$ cat src/rtl/secure_vote_ctrl.sv
// secure_vote_ctrl: PIN-gated voting controller with saturating per-candidate
// tallies, lockout after repeated PIN failures and a tie-aware leader display.
//
// Ports:
//   clk        system clock, all state on the rising edge
//   rst        synchronous active-high reset
//   pin_in     entered PIN, digit 0 in the LSBs
//   pin_ref    reference PIN (static)
//   pin_valid  one-cycle strobe: pin_in is ready to check
//   vote_btn   candidate buttons, one bit per candidate
//   display    level: show results
//   unlock     administrator strobe: clears lockout
//   tally      candidate i count at [i*CNT_W +: CNT_W]
//   winner     candidates holding the maximum tally (RESULT only)
//   auth_ok    high while authenticated
//   locked     high while locked out
//   vote_ack   one-cycle pulse: vote accepted
//   vote_err   one-cycle pulse: vote rejected (multi-press or saturated)
//   pin_fail   one-cycle pulse: PIN mismatch
module secure_vote_ctrl #(
  parameter int unsigned N_CAND       = 4,
  parameter int unsigned CNT_W        = 8,
  parameter int unsigned PIN_DIGITS   = 4,
  parameter int unsigned DIGIT_W      = 4,
  parameter int unsigned MAX_TRIES    = 3,
  parameter int unsigned AUTH_TIMEOUT = 255
) (
  input  logic                             clk,
  input  logic                             rst,
  input  logic [PIN_DIGITS*DIGIT_W-1:0]    pin_in,
  input  logic [PIN_DIGITS*DIGIT_W-1:0]    pin_ref,
  input  logic                             pin_valid,
  input  logic [N_CAND-1:0]                vote_btn,
  input  logic                             display,
  input  logic                             unlock,
  output logic [N_CAND*CNT_W-1:0]          tally,
  output logic [N_CAND-1:0]                winner,
  output logic                             auth_ok,
  output logic                             locked,
  output logic                             vote_ack,
  output logic                             vote_err,
  output logic                             pin_fail
);

  localparam int unsigned TMO_W  = $clog2(AUTH_TIMEOUT + 1);
  localparam int unsigned FAIL_W = 4;
  localparam logic [CNT_W-1:0] CNT_MAX = '1;

  typedef enum logic [1:0] {
    S_IDLE   = 2'd0,
    S_AUTH   = 2'd1,
    S_LOCKED = 2'd2,
    S_RESULT = 2'd3
  } state_e;

  state_e              state_q, state_d;
  logic [FAIL_W-1:0]   fail_q, fail_d;
  logic [TMO_W-1:0]    tmo_q, tmo_d;
  logic [CNT_W-1:0]    tally_q [N_CAND];
  logic [CNT_W-1:0]    tally_d [N_CAND];
  logic [N_CAND-1:0]   winner_q, winner_d;
  logic                auth_ok_q, auth_ok_d;
  logic                locked_q, locked_d;
  logic                vote_ack_q, vote_ack_d;
  logic                vote_err_q, vote_err_d;
  logic                pin_fail_q, pin_fail_d;

  logic                pin_match_c;
  logic                btn_single_c;
  logic                btn_multi_c;
  logic                sat_hit_c;
  logic [FAIL_W-1:0]   fail_inc_c;
  logic [CNT_W-1:0]    max_c;
  logic [N_CAND-1:0]   lead_c;

  // Input qualification: full-PIN compare, button pattern, saturation of the pressed candidate
  always_comb begin
    pin_match_c  = (pin_in == pin_ref);
    btn_single_c = (vote_btn != '0) && ((vote_btn & (vote_btn - N_CAND'(1))) == '0);
    btn_multi_c  = (vote_btn != '0) && !btn_single_c;
    sat_hit_c    = 1'b0;
    for (int i = 0; i < N_CAND; i++) begin
      if (vote_btn[i] && (tally_q[i] == CNT_MAX)) sat_hit_c = 1'b1;
    end
    fail_inc_c = fail_q + FAIL_W'(1);
  end

  // Leader set: every candidate whose tally equals the maximum (ties all flagged)
  always_comb begin
    max_c  = '0;
    lead_c = '0;
    for (int i = 0; i < N_CAND; i++) begin
      if (tally_q[i] > max_c) max_c = tally_q[i];
    end
    for (int i = 0; i < N_CAND; i++) begin
      lead_c[i] = (tally_q[i] == max_c);
    end
  end

  // Next-state and registered-output logic
  always_comb begin
    state_d    = state_q;
    fail_d     = fail_q;
    tmo_d      = tmo_q;
    tally_d    = tally_q;
    vote_ack_d = 1'b0;
    vote_err_d = 1'b0;
    pin_fail_d = 1'b0;

    unique case (state_q)
      S_IDLE: begin
        if (display) begin
          state_d = S_RESULT;
        end else if (pin_valid) begin
          if (pin_match_c) begin
            state_d = S_AUTH;
            fail_d  = '0;
            tmo_d   = TMO_W'(AUTH_TIMEOUT);
          end else begin
            pin_fail_d = 1'b1;
            fail_d     = fail_inc_c;
            if (fail_inc_c >= FAIL_W'(MAX_TRIES)) state_d = S_LOCKED;
          end
        end
      end

      S_AUTH: begin
        if (btn_single_c) begin
          // A single press always consumes the session, accepted or not
          state_d = S_IDLE;
          if (sat_hit_c) begin
            vote_err_d = 1'b1;
          end else begin
            vote_ack_d = 1'b1;
            for (int i = 0; i < N_CAND; i++) begin
              if (vote_btn[i]) tally_d[i] = tally_q[i] + CNT_W'(1);
            end
          end
        end else begin
          // Multi-press is rejected but the session timer keeps running
          vote_err_d = btn_multi_c;
          if (tmo_q <= TMO_W'(1)) begin
            tmo_d   = '0;
            state_d = S_IDLE;
          end else begin
            tmo_d = tmo_q - TMO_W'(1);
          end
        end
      end

      S_LOCKED: begin
        if (unlock) begin
          state_d = S_IDLE;
          fail_d  = '0;
        end
      end

      S_RESULT: begin
        if (!display) state_d = S_IDLE;
      end

      default: state_d = S_IDLE;
    endcase

    auth_ok_d = (state_d == S_AUTH);
    locked_d  = (state_d == S_LOCKED);
    winner_d  = (state_d == S_RESULT) ? lead_c : '0;
  end

  // State register
  always_ff @(posedge clk) begin
    if (rst) begin
      state_q    <= S_IDLE;
      fail_q     <= '0;
      tmo_q      <= '0;
      for (int i = 0; i < N_CAND; i++) tally_q[i] <= '0;
      winner_q   <= '0;
      auth_ok_q  <= 1'b0;
      locked_q   <= 1'b0;
      vote_ack_q <= 1'b0;
      vote_err_q <= 1'b0;
      pin_fail_q <= 1'b0;
    end else begin
      state_q    <= state_d;
      fail_q     <= fail_d;
      tmo_q      <= tmo_d;
      for (int i = 0; i < N_CAND; i++) tally_q[i] <= tally_d[i];
      winner_q   <= winner_d;
      auth_ok_q  <= auth_ok_d;
      locked_q   <= locked_d;
      vote_ack_q <= vote_ack_d;
      vote_err_q <= vote_err_d;
      pin_fail_q <= pin_fail_d;
    end
  end

  // Flatten tallies onto the output bus
  always_comb begin
    tally = '0;
    for (int i = 0; i < N_CAND; i++) tally[i*CNT_W +: CNT_W] = tally_q[i];
  end

  assign winner   = winner_q;
  assign auth_ok  = auth_ok_q;
  assign locked   = locked_q;
  assign vote_ack = vote_ack_q;
  assign vote_err = vote_err_q;
  assign pin_fail = pin_fail_q;

endmodule
$ cat config.mk
export PLATFORM = sky130hd
export DESIGN_NAME = secure_vote_ctrl
export DESIGN_NICKNAME = d
export VERILOG_FILES = /design/src/rtl/secure_vote_ctrl.sv
export SDC_FILE = /design/constraint.sdc
export NUM_CORES = 1
export LEC_CHECK = 0
export ABC_CLOCK_PERIOD_IN_PS = 6700
export CAP_MARGIN = 20
export CORE_MARGIN = 1.5
export CORE_UTILIZATION = 30
export DETAILED_ROUTE_END_ITERATION = 6
export PLACE_DENSITY = 0.56
export RECOVER_POWER = 50
export SLEW_MARGIN = 10
export SYNTH_ARGS = -nofsm -noshare
export SYNTH_HDL_FRONTEND = slang
export SYNTH_SLANG_ARGS = --single-unit
$ cat constraint.sdc
create_clock -name clk -period 6.7 [get_ports clk]
set_input_delay 1.34 -clock clk [delete_from_list [all_inputs] [get_ports clk]]
set_output_delay 1.34 -clock clk [all_outputs]
set_load 0.03 [all_outputs]
Word level (Yosys, flattened, before mapping)
Index checks and enable logic that the tools add are counted.
{"block": "totals", "ff_bits": 55, "inputBits": 41}
{"block": "op_classes", "add_sub_neg": 7, "n_lt_le_gt_ge": 6, "eq_ne": 20, "mux": 32, "n_bitwise": 7, "n_reduce_logical": 22}
{"cell": "$mux 8", "n": 9}
{"cell": "$add 8x1->8 const B", "n": 4}
{"cell": "$eq 8x8->1", "n": 4}
{"cell": "$eq 8x8->1 const B", "n": 4}
{"cell": "$gt 8x8->1", "n": 3}
{"cell": "$reduce_and 4->1", "n": 5}
{"cell": "$eq 16x16->1", "n": 1}
{"cell": "$mux 2", "n": 8}
{"cell": "$mux 4", "n": 4}
{"cell": "$pmux 8 s2", "n": 1}
{"cell": "$ne 2x2->1 const B", "n": 5}
{"cell": "$eq 2x2->1 const B", "n": 4}
{"cell": "$gt 8x1->1 const B", "n": 1}
{"cell": "$le 8x1->1 const B", "n": 1}
{"cell": "$mux 1", "n": 8}
{"cell": "$pmux 2 s4", "n": 1}
{"cell": "$pmux 4 s2", "n": 1}
{"cell": "$sub 8x1->8 const B", "n": 1}
{"cell": "$logic_and 1x1->1", "n": 6}
{"cell": "$not 1->1", "n": 6}
{"cell": "$reduce_and 5->1", "n": 1}
{"cell": "$add 4x1->4 const B", "n": 1}
{"cell": "$and 4x4->4", "n": 1}
{"cell": "$eq 2x1->1 const B", "n": 2}
{"cell": "10 further kinds", "n": 12}

Logic depth before layout (Yosys ltp)
{"block": "depth", "word_depth": 10, "mapped_depth": 31, "depth_no_buf": 26}

Worst setup path before layout
Ideal clock, no wire load.
{"block": "synth_path", "kind": "reg-to-reg", "from": "register tally_q, in the netlist tally[1]", "to": "register winner_q[0], in the netlist winner[0]", "setup_ns": 0.092, "arrival_time_ns": 5.890, "required_ns": 6.608, "path_slack_ns": 0.718, "stages_incl_launch_ff": 32, "path_buffers": 5, "period_less_slack_ns": 5.982, "path_cell_list": "dfxtp_1 clkbuf_1 inv_1 ha_1 nand4_1 o21ai_2 ha_1 and4_1 nand2b_1 a21oi_1 buf_2 o21ai_0 and2_1 ha_1 and4_1 nand4_1 o31a_1 nand2_2 buf_4 buf_2 nand3_1 o21ai_0 ha_1 nor2b_1 o211ai_1 a21oi_1 o21ai_1 clkbuf_1 o211ai_1 nand4_1 o211ai_1 nor4_1"}
{"block": "synth_between", "elab_chain_len": 9}
{"element": "from (decl)", "line_no": "59", "rtl": "logic [CNT_W-1:0] tally_q [N_CAND];"}
{"element": "$gt 8x1->1", "line_no": "93", "rtl": "if (tally_q[i] > max_c) max_c = tally_q[i];"}
{"element": "$mux 8", "line_no": "93"}
{"element": "$gt 8x8->1", "line_no": "93"}
{"element": "$mux 8", "line_no": "93"}
{"element": "$gt 8x8->1", "line_no": "93"}
{"element": "$mux 8", "line_no": "93"}
{"element": "$gt 8x8->1", "line_no": "93"}
{"element": "$mux 8", "line_no": "93"}
{"element": "$eq 8x8->1 *", "line_no": "96", "rtl": "lead_c[i] = (tally_q[i] == max_c);"}
{"element": "to (signal assigned)", "line_no": "188", "rtl": "winner_q <= winner_d;"}
{"element": "to (decl)", "line_no": "61", "rtl": "logic [N_CAND-1:0] winner_q, winner_d;"}
Every way passes the cells marked *; elsewhere a longest branch is shown, timed or not.
A chain may end at the register's enable or synchronous reset.

Worst setup path in the final report
{"block": "layout_path", "from": "register tally_q, in the netlist tally[0]", "to": "register winner_q[0], in the netlist winner[0]"}
The elaborated chain is that of the path after synthesis.

==> results.ini <==
[yosys]
yosys_warnings = 0
ys_ff_latch = 55
yosysSeqAreaShare_pct = 23.5
synth_area_leaders = dfxtp_1 23%, xnor2_1 12%, ha_1 8.8%, a21oi_1 4.9%, o21ai_0 4.5%
synth_ff_type = dfxtp_1
postSynthCellCount = 627
synth_top_area_share_pct = 23.5
synth_area_um2 = 4690
synth_cell_types = 66
synth-edff-count = 0
avgSynthCellArea_um2 = 7.49
async_reset_ff_share_pct = 0
synthTopCellsByCount = 62 x xnor2_1, 55 x dfxtp_1, 52 x nor2_1
synth_nets = 701
yosysMostFrequentCell = xnor2_1
yosysTopAreaCell = dfxtp_1

[setup_path]
r2r_end = winner[0]
arrival_ns = 6.41
crit_type = reg2reg
cp.required_ns = 6.91
crit_path_start = tally[0]
r2r_setup_slack_ns = 0.51
slowest_stage = or3_4
cpMostUsedCell = ha_1
reg2reg_from = tally[0]
r2r_cells = 26
cp-endpoint = winner[0]
cp_slowest_stage_delay_ns = 0.45
cp_max_fo = 11
endpoint_kind = flip-flop
startpoint_type = flip-flop

[sta]
setup_viol = 0
hold_viol = 0
finClkSkew_ns = 0.00709
tightest_slew_ns = 0.985
finalCritPeriodShare_pct = 92.4
min_period_ns = 6.19
slew_headroom_pct = 34.4
fin_tns_setup_ns = 0
rsz0062_at_grt = no
maxSlewViolCount = 0
max_freq_mhz = 161

[routing]
vias = 4853
via_per_inst = 5.34
wl_per_cell_um = 17.5
dr.pass1.iters = 5
drt_iter0_markers = 333
antenna_left = 0
wirelength_um = 15900
drc_errors = 0

[floorplan]
fp.dieW_um = 128
start_util_pct = 30.8
die_height_um = 128
dieArea_um2 = 16400
row_count = 45
core_um2 = 15300
top_level_ports = 82

[power_and_ir_drop]
peakVddDrop_v = 0.0000859
p_leak_nw = 2.20
powerDensity_nw_per_um2 = 156

[placed_design]
gp_congestion = 0.907
portBuffers = 81
place_hpwl_um = 12300

[clock_tree]
clkSinkCount = 55
clock_path_buffers = 2
cts-root-buf = clkbuf_16
insertion_delay_ns = 0.31
htreeDepth = 2
cts_tree = done
cts_buffers = 5
postCtsSetupBuffers = 0
clk_pin_slew_worst_paths_ns = 0.08

[final_layout]
final_nets = 770
fillers = 1584
layout-drive-gt1-share_pct = 8.03
syn_to_final_growth_pct = 27.2
regArea_um2 = 1100
multi_input_area_um2 = 3320
utilization_pct = 39.1

[grt]
grt_usage_pct = 20.0
met3_usage_pct = 3.96
grt_pass1_vias = 4678
grt_remaining_overflow = 0
gr-usage-met2_pct = 34.3
use_met1_pct = 25.1
antenna_found_initial = 1
grt_max_degree = 52
busiest_layer = met2
grt_pass1_wl_um = 25400

[flow_run]
drv_cap = 0

[hold_path]
min_path_type = reg2reg

[run_status]
status = finished, final reports clean

## cells in the final DEF (no fill, tap or decap), drive strengths merged, types with 3 or more instances in the layout
cell type,Yosys,routed
xnor2,62,62
dfxtp,55,55
nor2,53,53
o21ai,48,48
a21oi,46,46
dlygate4sd3,0,41
clkdlybuf4s50,0,39
nand2,37,37
nand3,33,33
ha,33,33
nor3,30,30
inv,26,26
buf,12,25
nand4,24,24
and2,15,15
or3,12,12
nor4,11,11
a31oi,9,9
nor2b,7,7
o211ai,7,7
xor2,7,7
and3,6,6
a311oi,6,6
clkbuf,31,5
and4,5,5
a21o,4,4
nand2b,3,3
a31o,3,3
o21a,3,3
or2,3,3
o21bai,3,3
nor4b,3,3
## metal layers
layer | up-vias | part of all wire [%]
li1 | 2393 | -
met1 | 2287 | 45
met2 | 150 | 48
met3 | 23 | 5.5
met4 | 0 | 2.4
met5 | - | 0
## where the power goes
part / switching [mW] / internal [mW]
Clock: 0.128 / 0.214
Sequential: 0.0135 / 0.341
Combinational: 0.131 / 0.101
## cell type report
class / instances / area share [%]
antenna: 1 / 0.0419
clock buffer: 5 / 2.10
clock inverter: 3 / 1.13
inverter: 26 / 1.64
multi-input combinational: 503 / 55.7
sequential: 55 / 18.4
tap: 211 / 4.42
timing repair buffer: 105 / 16.5
## worst min-delay path by stage
stage	start	endpoint	slack, ns	cells after the start
2_1_floorplan	tmo_q[6]	tmo_q[6]	0.44	2
3_3_place_gp	tmo_q[6]	tmo_q[6]	0.45	2
3_5_place_dp	tmo_q[6]	tmo_q[6]	0.46	2
4_1_cts	tmo_q[6]	tmo_q[6]	0.47	2
5_1_grt	tmo_q[3]	tmo_q[3]	0.49	2
6_report	tmo_q[1]	tmo_q[1]	0.47	2
## timing repair
| action | 4_1_cts | 5_1_grt |
|---|---|---|
| hold buffers | 0 | 0 |
| endpoints found under the setup margin | 0 | 3 |
| resized for setup | 0 | 4 |
## state kept, by name, indices dropped and copies added (netlist names)
signal and flops:
vote_ack 1, winner 4, tally 32, tmo_q 8, pin_fail 1, vote_err 1
locked 1, auth_ok 1, state_q 2, fail_q 4
## kinds of logic (layout without fill, tap and decap cells)
group / count (synthesis) / after routing / synth area share, %
buffers and inverters: 69 / 139 / 6.08
adder cells (fa/ha/maj): 34 / 34 / 9.01
flip-flops: 55 / 55 / 23.5
AO/OA/AOI/OAI: 150 / 150 / 20.2
other: 0 / 1 / 0
XOR/XNOR: 69 / 69 / 12.9
AND/OR/NAND/NOR: 249 / 249 / 28.2
multiplexers: 1 / 1 / 0.213
## critical path, delay by kind of cell, from the launching register on
| kind | cells | cell delay [ns] |
|---|---|---|
| compound gates | 9 | 2.16 |
| fa+ha+maj | 4 | 1.01 |
| flops | 1 | 0.38 |
| buf+inv | 3 | 0.44 |
| simple gates | 10 | 2.12 |
## per-stage QoR
step / setup slack [ns] / instances / power, mW / hold WS, ns / cell area, um^2
after CTS: 0.278 / 908 / 0.941 / 0.468 / 5950
after global placement: 0.426 / 900 / 0.593 / 0.447 / 5760
after detailed placement: 0.339 / 900 / 0.593 / 0.458 / 5760
after global routing: 0.0455 / 908 / 0.979 / 0.492 / 5970
after floorplan: 0.718 / 627 / 0.514 / 0.437 / 4690
final: 0.508 / 909 / 0.929 / 0.473 / 5970
Power figures use the tool's default switching activity.
